[src/rtl/matrix_column_scanner.sv]
// matrix_column_scanner: time-multiplexed column scanner for an LED dot matrix
// Ports: clock (rising edge), reset (asynchronous, active-high), enable (run/stop),
//        frame_data (column c at [c*ROWS +: ROWS]), row_out (1 = lit row of the active column),
//        col_select (one-hot active column, all-zero when dark), frame_start (first cycle of a frame).
// Define MATRIX_SCAN_BLANKING_EN to insert BLANK dark cycles after every column (anti-ghosting).
module matrix_column_scanner #(
    parameter int ROWS  = 7,
    parameter int COLS  = 5,
    parameter int DWELL = 1000,
    parameter int BLANK = 2
) (
    input  logic                 clock,
    input  logic                 reset,
    input  logic                 enable,
    input  logic [ROWS*COLS-1:0] frame_data,
    output logic [ROWS-1:0]      row_out,
    output logic [COLS-1:0]      col_select,
    output logic                 frame_start
);
    localparam int CW = DWELL > 1 ? $clog2(DWELL) : 1;
    localparam int PW = $clog2(COLS);
`ifdef MATRIX_SCAN_BLANKING_EN
    localparam int BW = BLANK > 1 ? $clog2(BLANK) : 1;
    typedef enum logic [1:0] {S_IDLE = 2'd0, S_SHOW = 2'd1, S_BLANK = 2'd2} state_t;
    logic [BW-1:0] bcnt, bcnt_n;
`else
    typedef enum logic [1:0] {S_IDLE = 2'd0, S_SHOW = 2'd1} state_t;
`endif
    state_t               state, state_n;
    logic [PW-1:0]        col, col_n;
    logic [CW-1:0]        cnt, cnt_n;
    logic [ROWS*COLS-1:0] shadow, shadow_n;
    logic                 load;
    logic                 last_col;
    logic [ROWS-1:0]      row_n;
    logic [COLS-1:0]      sel_n;

    assign last_col = col == PW'(COLS - 1);

    always_ff @(posedge clock or posedge reset) begin
        if (reset) begin
            state       <= S_IDLE;
            col         <= '0;
            cnt         <= '0;
            shadow      <= '0;
            row_out     <= '0;
            col_select  <= '0;
            frame_start <= 1'b0;
        end else begin
            state       <= state_n;
            col         <= col_n;
            cnt         <= cnt_n;
            shadow      <= shadow_n;
            row_out     <= row_n;
            col_select  <= sel_n;
            frame_start <= load;
        end
    end

`ifdef MATRIX_SCAN_BLANKING_EN
    always_ff @(posedge clock or posedge reset) begin
        if (reset)
            bcnt <= '0;
        else
            bcnt <= bcnt_n;
    end
`endif

    // Defaults describe the dark IDLE state, so enable=0 and illegal encodings both land there.
    always_comb begin
        state_n  = S_IDLE;
        col_n    = '0;
        cnt_n    = '0;
        load     = 1'b0;
`ifdef MATRIX_SCAN_BLANKING_EN
        bcnt_n   = '0;
`endif
        if (enable) begin
            case (state)
                S_IDLE: begin
                    state_n = S_SHOW;
                    load    = 1'b1;
                end
                S_SHOW: begin
                    if (cnt == CW'(DWELL - 1)) begin
`ifdef MATRIX_SCAN_BLANKING_EN
                        state_n = S_BLANK;
                        col_n   = col;
`else
                        state_n = S_SHOW;
                        load    = last_col;
                        col_n   = last_col ? '0 : col + PW'(1);
`endif
                    end else begin
                        state_n = S_SHOW;
                        col_n   = col;
                        cnt_n   = cnt + CW'(1);
                    end
                end
`ifdef MATRIX_SCAN_BLANKING_EN
                S_BLANK: begin
                    if (bcnt == BW'(BLANK - 1)) begin
                        state_n = S_SHOW;
                        load    = last_col;
                        col_n   = last_col ? '0 : col + PW'(1);
                    end else begin
                        state_n = S_BLANK;
                        col_n   = col;
                        bcnt_n  = bcnt + BW'(1);
                    end
                end
`endif
                default: state_n = S_IDLE;
            endcase
        end
        shadow_n = load ? frame_data : shadow;
    end

    // Outputs are derived from next-state values so they are registered yet aligned with the state.
    always_comb begin
        row_n = state_n == S_SHOW ? shadow_n[col_n*ROWS +: ROWS] : '0;
        sel_n = state_n == S_SHOW ? COLS'(1) << col_n : '0;
    end
endmodule

[config.mk]
export PLATFORM = sky130hd
export DESIGN_NAME = matrix_column_scanner
export DESIGN_NICKNAME = d
export VERILOG_FILES = /design/src/rtl/matrix_column_scanner.sv
export SDC_FILE = /design/constraint.sdc
export NUM_CORES = 1
export LEC_CHECK = 0
export ABC_AREA = 1
export ABC_CLOCK_PERIOD_IN_PS = 2300
export BUFFER_PORTS_ARGS = -buffer_cell sky130_fd_sc_hd__buf_2
export CORE_ASPECT_RATIO = 1.2
export CORE_MARGIN = 8
export CORE_UTILIZATION = 45
export CTS_BUF_LIST = sky130_fd_sc_hd__clkbuf_8 sky130_fd_sc_hd__clkbuf_16
export DETAILED_ROUTE_END_ITERATION = 8
export PLACE_DENSITY = 0.66
export SYNTH_ARGS = -nofsm -noshare
export SYNTH_HDL_FRONTEND = slang
export SYNTH_SLANG_ARGS = --single-unit
[constraint.sdc]
create_clock -name clock -period 2.3 [get_ports clock]
set_input_delay 0.115 -clock clock [delete_from_list [all_inputs] [get_ports clock]]
set_output_delay 0.115 -clock clock [all_outputs]
set_load 0.05 [all_outputs]
Word level (Yosys, flattened, before mapping)
Index checks and enable logic that the tools add are counted.
Widths: inputs -> output; s select.

operators by class
  mux-type cells = 15
  reductions and logical operators = 2
  $mul = 1
  $add $sub $neg = 2
  equal/unequal tests = 4
  shifts and indexed selects = 2

operators by type and width
  cell                   number
  $mux 35                1
  $shiftx 35x7->7        1
  $mux 10                3
  $mux 3                 4
  $add 10x1->10 const B  1
  $eq 10x10->1 const B   1
  $mux 7                 1
  $mul 3x3->6 const B    1
  $mux 5                 1
  $shl 1x3->5 const A    1
  $eq 2x1->1 const B     2
  $mux 1                 4
  $add 3x1->3 const B    1
  $eq 3x3->1 const B     1
  $logic_not 2->1        1
  $pmux 1 s2             1
  $reduce_or 2->1        1

word-level totals
  input bits = 38
  output and inout port bits = 13
  word-level logic and storage cells = 33
  flip-flop bits (word level) = 63

Longest topological paths before layout
Gate-level depths: netlist of run 1.

  depth after elaboration = 8
  depth in mapped cells = 16
  depth with buffers taken out = 14

Least setup slack after synthesis of run 1
OpenSTA, ideal clock, no wires.

  path type = reg2reg
  start = register cnt[0]
  end = register row_out[1]
  library setup time = 0.119 ns
  path buffers = 2
  arrival = 1.745 ns
  clock period less this slack = 1.864 ns
  path slack = 0.436 ns
  stages on the path, launching flop included = 15
  required time = 2.181 ns
  path through = dfrtp_1 ha_1 nand2_2 nor2_4 nand4_4 nand2_4 nand2_2 buf_6 buf_6 o21ai_2 nand2_1 nand2_1 nor2_1 nor2_1 nor2_1

between the ends
  cells in the longest elaborated chain, start to end = 7
  elaborated cells between the ends (all ways) = 11

RTL lines
  element                                 RTL line  source
  start: declaration                      31        logic [CW-1:0] cnt, cnt_n;
  start signal: assignment                52        cnt <= cnt_n;
  $eq 10x10->1 (*)                        85        if (cnt == CW'(DWELL - 1)) begin
  $mux 3 or $mux 1 (tied branches)        85
  $mux 3 or $pmux 1 s2 (tied branches)    79        case (state)
  $mux 3 or $mux 1 (tied branches)        78        if (enable) begin
  $mul 3x3->6 or $mux 35 (tied branches)  121, 116
  $shiftx 35x7->7 (*)                     121       row_n = state_n == S_SHOW ? shadow_n[col_n*ROWS +: ROWS] : '0;
  $mux 7 (*)                              121
  named net row_n[1]                      35        logic [ROWS-1:0] row_n;
  end signal: assignment                  54        row_out <= row_n;
  end: declaration                        16        output logic [ROWS-1:0] row_out,

The timed path passes the listed nets; every way through them passes the cells marked *.

Worst setup path in the final report of run 1
  start = register cnt[1]
  end = register row_out[4]

between the ends
  cells in the longest elaborated chain, start to end = 7
  elaborated cells between the ends (all ways) = 11

RTL lines
  element             RTL line  source
  $eq 10x10->1        85
  $mux 3              85
  $mux 3              79
  $mux 3              78
  named net col_n[0]  30        logic [PW-1:0] col, col_n;
  $mul 3x3->6         121
  $shiftx 35x7->7     121
  $mux 7              121
  named net row_n[4]  35

The timed path passes the listed nets, and every way through them passes these cells.

==> summary.md, run 1 <==
| Metric | Value |
|---|---|
| Pre-CTS setup slack | `0.1846 ns` |
| Worst skew pair latency | `0.34 ns` |
| Count leader, synth | `nand2_1` |
| 1st-iter DRT viols | `102` |
| FF-to-FF path depth | `13` |
| Antenna violations before repair | `0` |
| Worst setup margin | `0.2078 ns` |
| Final Skew | `0.007470 ns` |
| TritonRoute pass-1 iters | `4` |
| Vias in the first global route | `2448` |
| # rows | `33` |
| Drc violations | `0` |
| Hold Path Depth | `3` |
| CP Capture Type | `register` |
| Post-synth top area cell | `dfrtp_1` |
| Post-synth top cells | `nand2_1, inv_1, dfrtp_1` |
| WL final | `6432 microns` |
| Crit path buffers/inverters | `2` |
| CP Depth | `13` |
| Slew Limit Fails | `0` |
| Crit path launch type | `register` |
| Final setup fails | `0` |
| Final core occ | `0.5549` |
| Distinct cells, synth | `27` |
| Worst-case hold slack | `0.007519 ns` |
| DR vias/cell | `4.432` |
| Status | `finished clean` |
| Max VDD drop | `0.0004815 V` |
| Wire per inst | `12.09 microns` |
| Antenna viol nets, final | `0` |
| Top sig layer | `met4` |
| Number of max-cap violations | `0` |
| Post-synth EDFFs | `0` |
| Num CTS Buffers | `9` |
| Fin crit share | `0.9097` |
| Chip width | `91.58 microns` |
| Worst EP required | `2.52 ns` |
| Post-synth top area share | `0.5030` |
| Maximum clock insertion buffer count | `2` |
| Pwr dens | `680.0 nW/um^2` |
| Placed instance area | `3437 sq um` |
| Grt total ovfl | `0` |
| DR WL met3 | `355 microns` |
| # placed instances | `506` |
| P&R area growth vs syn | `21.10%` |
| DP HPWL | `4750 microns` |
| H-tree depth | `3` |
| Largest net degree at the start of global routing | `31` |
| Post-route met1 wirelength | `2969 microns` |
| Ports | `51` |
| CORE AREA | `6730 sq um` |
| Relative slew slack | `0.6940` |
| Die Y | `106.7 microns` |
| CTS tree | `done` |
| Via Count | `2358` |
| Share of cells above drive strength 1 | `0.2652` |
| CP cell instances | `ha_1 > nand2_2 > nor2_4 > nand3_2 > nand2_1 > nand2_2 > nor2_8 > inv_2 > nor2_4 > buf_4 > nand2_1 > nand3_1 > o21ai_1` |
| Worst slew pin tran | `0.4584 ns` |
| Fin crit period | `2.092 ns` |
| FFs w/ async S/R, synth | `1.000` |
| N_diodes | `0` |
| Max Freq | `0.4780 GHz` |
| Die area | `9770 sq um` |
| Syn Inst Count | `369` |
| CP Class | `reg2reg` |
| Delay of the slowest cell on the worst path | `0.38 ns` |
| Post-Layout Cell Count | `532` |
| Largest delay share family, worst path | `simple AND/OR/NAND/NOR gates` |
| IO Port Bufs | `50` |
| Placer Congestion | `0.7971` |
| Sequential cell area fraction in the yosys report | `0.5030` |
| Clock Sinks | `62` |
| Clk slew on worst S/H paths | `0.07 ns` |
| Initial Util | `0.4583` |
| Hold/Removal Path Class | `in2reg` |
| Final #Nets | `481` |
| CP Data Arrival Time | `2.32 ns` |
| Design area | `3735 sq um` |
| Most used DFF post-synth | `dfrtp_1` |
| Worst-path fanout max | `7` |
| Hold Vio Cnt, Final | `0` |
| Yosys warns | `0` |
| Avg Inst Size Synth | `8.358 sq um` |
| Synth Register Bits | `62` |
| # fillers | `645` |
| Leak | `2.139 nW` |
| All-Layer GR Usage | `0.1420` |
| First-pass GRT wire length | `11140 microns` |
| Ranking of synthesized cells by area | `dfrtp_1, nand2_1, inv_1` |
| Max stage delay cell, worst path | `dfrtp_1` |
| Post-Syn Area | `3084 sq um` |
| Root Buffer | `clkbuf_8` |
| Syn Nets | `410` |
| Met2 wire len | `2939 microns` |
==> cell type report <==
| type | instances | area (sq um) | share of cell area |
|---|---|---|---|
| Multi-Input combinational cell | 213 | 1145 | 0.3065 |
| Clock buffer | 11 | 151.4 | 0.04054 |
| Sequential cell | 62 | 1551 | 0.4154 |
| Tap cell | 87 | 108.9 | 0.02915 |
| Clock inverter | 5 | 48.80 | 0.01307 |
| Inverter | 87 | 326.6 | 0.08744 |
| Timing Repair Buffer | 67 | 402.9 | 0.1079 |
==> metal layers <==
layer  GRT usage  up-vias
li1            -     1241
met1      0.1738     1052
met2      0.2227       51
met3     0.04333       14
met4     0.07034        0
met5           0        -
==> path summary, 6_finish.rpt <==
check	slack, ns	startpoint	end
worst max register to register	0.21	cnt[1]	row_out[4]
max in group asynchronous	1.31	reset	shadow[0]
worst min register to register	0.48	shadow[34]	shadow[34]
min in group asynchronous	0.33	reset	shadow[31]
worst max-delay path	0.21	cnt[1]	row_out[4]
worst min-delay path	0.008	frame_data[24]	shadow[24]
==> worst reg2reg max path, cell delays in order (launching register included) <==
cell     delay [ns]
dfrtp_1        0.38
ha_1           0.19
nand2_2        0.11
nor2_4         0.18
nand3_2        0.13
nand2_1        0.10
nand2_2        0.09
nor2_8         0.15
inv_2          0.08
nor2_4         0.22
buf_4          0.15
nand2_1        0.04
nand3_1        0.09
o21ai_1        0.07
==> repair_timing <==
item / in CTS / in global routing
buffers inserted: 0 / 5
resized for setup: 0 / 2
endpoints found under the hold margin: 25 / 0
setup endpoints to repair: 0 / 2
hold buffers: 5 / 0
==> cells by family after synthesis <==
family,Yosys count,synth area share
xor+xnor,3,0.008521
buf+inv,94,0.1290
flops,62,0.5030
simple gates,174,0.2755
compound gates,33,0.07180
fa+ha+maj,3,0.01217
==> state kept, by name (all words and copies together), names as in the netlist <==
| signal | flops |
|---|---|
| col_select | 5 |
| row_out | 7 |
| cnt | 10 |
| shadow | 35 |
| frame_start | 1 |
| state | 1 |
| col | 3 |
==> cells in the final DEF, fill, tap and decap left out, drive strengths merged, types with 2 or more instances in the layout <==
master / count
a21oi: 3
buf: 62
clkbuf: 11
clkinv: 3
dfrtp: 62
dlygate4sd3: 5
ha: 3
inv: 88
nand2: 103
nand3: 15
nand3b: 4
nand4: 3
nor2: 37
nor3: 8
o21a: 12
o21ai: 18
or2: 4
xor2: 2
==> stage by stage <==
step / TNS [ns] / power (mW)
2_1_floorplan: 0 / 1.489
3_3_place_gp: 0 / 1.583
3_5_place_dp: 0 / 1.590
4_1_cts: 0 / 2.562
5_1_grt: -0.002280 / 2.663
6_report: 0 / 2.540
==> power breakdown <==
group	internal (mW)	switching (mW)
Combinational	0.136	0.233
Sequential	1.18	0.0236
Clock	0.550	0.416
Total	1.87	0.672
Power figures use the tool's default switching activity.
==> run 2: changes to the inputs <==
- CORE_MARGIN: 8 -> 2
==> summary.md, run 2 (same netlist as run 1, synthesis figures left out) <==
| Metric | Value |
|---|---|
| Die area | `7535 sq um` |
| Max VDD drop | `0.0004304 V` |
| Design area | `3757 sq um` |
| Num CTS Buffers | `9` |
| Placed instance area | `3437 sq um` |
| Root Buffer | `clkbuf_8` |
| Die Y | `94.69 microns` |
| Fin crit period | `2.123 ns` |
| Placer Congestion | `0.8258` |
| Clk slew on worst S/H paths | `0.08 ns` |
| Worst skew pair latency | `0.34 ns` |
| # fillers | `616` |
| IO Port Bufs | `50` |
| DP HPWL | `4415 microns` |
| WL final | `6196 microns` |
| Commonest non-fill, non-tap cells in the layout | `nand2_1, inv_1, dfrtp_1` |
| 1st-iter DRT viols | `102` |
| Chip width | `79.58 microns` |
| TritonRoute pass-1 iters | `4` |
| CP Class | `reg2reg` |
| First-pass GRT wire length | `10640 microns` |
| # rows | `33` |
| CP Data Arrival Time | `2.36 ns` |
| Hold Vio Cnt, Final | `0` |
| Worst EP required | `2.54 ns` |
| Share of cells above drive strength 1 | `0.2562` |
| CTS tree | `done` |
| Fin crit share | `0.9228` |
| Max Freq | `0.4711 GHz` |
| Pwr dens | `690.7 nW/um^2` |
| Via Count | `2345` |
| Grt total ovfl | `0` |
| Final setup fails | `0` |
| DR vias/cell | `4.408` |
| Ports | `51` |
| Relative slew slack | `0.6037` |
| RSZ-0062 raised after global routing | `false` |
| Final Skew | `0.01249 ns` |
| CORE AREA | `6730 sq um` |
| Hold/Removal Path Class | `in2reg` |
| Slew Limit Fails | `0` |
| Vias in the first global route | `2339` |
| N_diodes | `0` |
| Antenna violations before repair | `0` |
| Largest net degree at the start of global routing | `31` |
| Wire per inst | `11.65 microns` |
| H-tree depth | `3` |
| Leak | `2.131 nW` |
| All-Layer GR Usage | `0.1861` |
| Top flop regs | `shadow: 35 flops, cnt: 10 flops, row_out: 7 flops` |
| Final #Nets | `481` |
| Largest register FFs | `35` |
| Antenna viol nets, final | `0` |
| Maximum clock insertion buffer count | `2` |
| CP Capture Type | `register` |
| Design Power | `2.595 mW` |
| Worst-path fanout max | `7` |
| Status | `finished clean` |
| Top reg by flops | `shadow` |
| Number of max-cap violations | `0` |
| Commonest non-fill, non-tap cell in the layout | `nand2_1` |
| Crit path launch type | `register` |
| P&R area growth vs syn | `21.83%` |
| Worst slew pin tran | `0.5936 ns` |
| Final TNS setup | `0 ns` |
| Drc violations | `0` |
| Clock Sinks | `62` |
| Initial Util | `0.4583` |
run 2: changes by cell type in the layout (fill, tap and decap cells not counted):
cell / before / now
dlygate4sd3_1: 5 / 10
clkinvlp_4: 0 / 1
clkinv_2: 3 / 0
inv_1: 82 / 81
nor2_2: 0 / 1
buf_4: 11 / 6
inv_6: 0 / 2
clkinv_4: 0 / 1
nor2_4: 6 / 5
run 2: routing by layer:
metal | global-route usage | wire length (microns) | share of wire | up-vias
li1 | - | - | - | 1236
met1 | 0.2411 | 2983 | 0.48 | 1046
met2 | 0.3025 | 2835 | 0.46 | 48
met3 | 0.03059 | 237 | 0.038 | 15
met4 | 0.09195 | 140 | 0.023 | 0
met5 | 0 | 0 | 0 | -
run 2: path summary, 6_finish.rpt:
kind	endpoint	slack, ns	start	cells after the start
min in group asynchronous	row_out[3]	0.38	reset	3
max reg2reg	row_out[5]	0.18	cnt[1]	14
max	row_out[5]	0.18	cnt[1]	14
min reg2reg	shadow[30]	0.49	shadow[30]	2
min	shadow[34]	0.03	frame_data[34]	3
max in group asynchronous	shadow[27]	1.20	reset	4
run 2: critical path, cell delays in order, from the launching register on:
cell and delay (ns):
dfrtp_1 0.37, ha_1 0.20, nand2_2 0.11, nor2_4 0.18, nand3_2 0.13, nand2_1 0.10, nand2_2 0.08, nor2_8 0.16
inv_2 0.10, nor2_4 0.22, nand2_1 0.09, nand2_1 0.08, nor2_1 0.06, nor2_1 0.10, nor2_1 0.05
run 2: stage by stage:
stage	hold slack, ns	setup WS (ns)	std cells	util
6_report	0.03485	0.1775	532	0.5583
3_5_place_dp	0.2170	0.1926	506	0.5107
3_3_place_gp	0.2258	0.2432	506	0.5107
5_1_grt	0.02595	0.007862	532	0.5583
4_1_cts	0.02540	0.1837	532	0.5575
2_1_floorplan	0.1464	0.4361	369	-
run 2: final cells by class:
class / count / area [sq um] / share of cell area
Clock buffer: 11 / 151.4 / 0.04029
Multi-Input combinational cell: 213 / 1140 / 0.3034
Timing Repair Buffer: 67 / 415.4 / 0.1106
Clock inverter: 5 / 63.81 / 0.01698
Inverter: 87 / 326.6 / 0.08691
Tap cell: 87 / 108.9 / 0.02897
Sequential cell: 62 / 1551 / 0.4129
run 2: timing repair:
item                                    in CTS  in global routing
endpoints found under the setup margin       0                  2
hold buffers                                10                  0
hold endpoints to repair                    36                  0
setup buffers                                0                  0
resized for setup                            0                  1
run 2: report_power, final:
| part | switching, mW | leakage [nW] | internal (mW) |
|---|---|---|---|
| Clock | 0.446 | 0.107 | 0.569 |
| Combinational | 0.234 | 1.26 | 0.142 |
| Sequential | 0.0245 | 0.766 | 1.18 |
| Total | 0.704 | 2.13 | 1.89 |
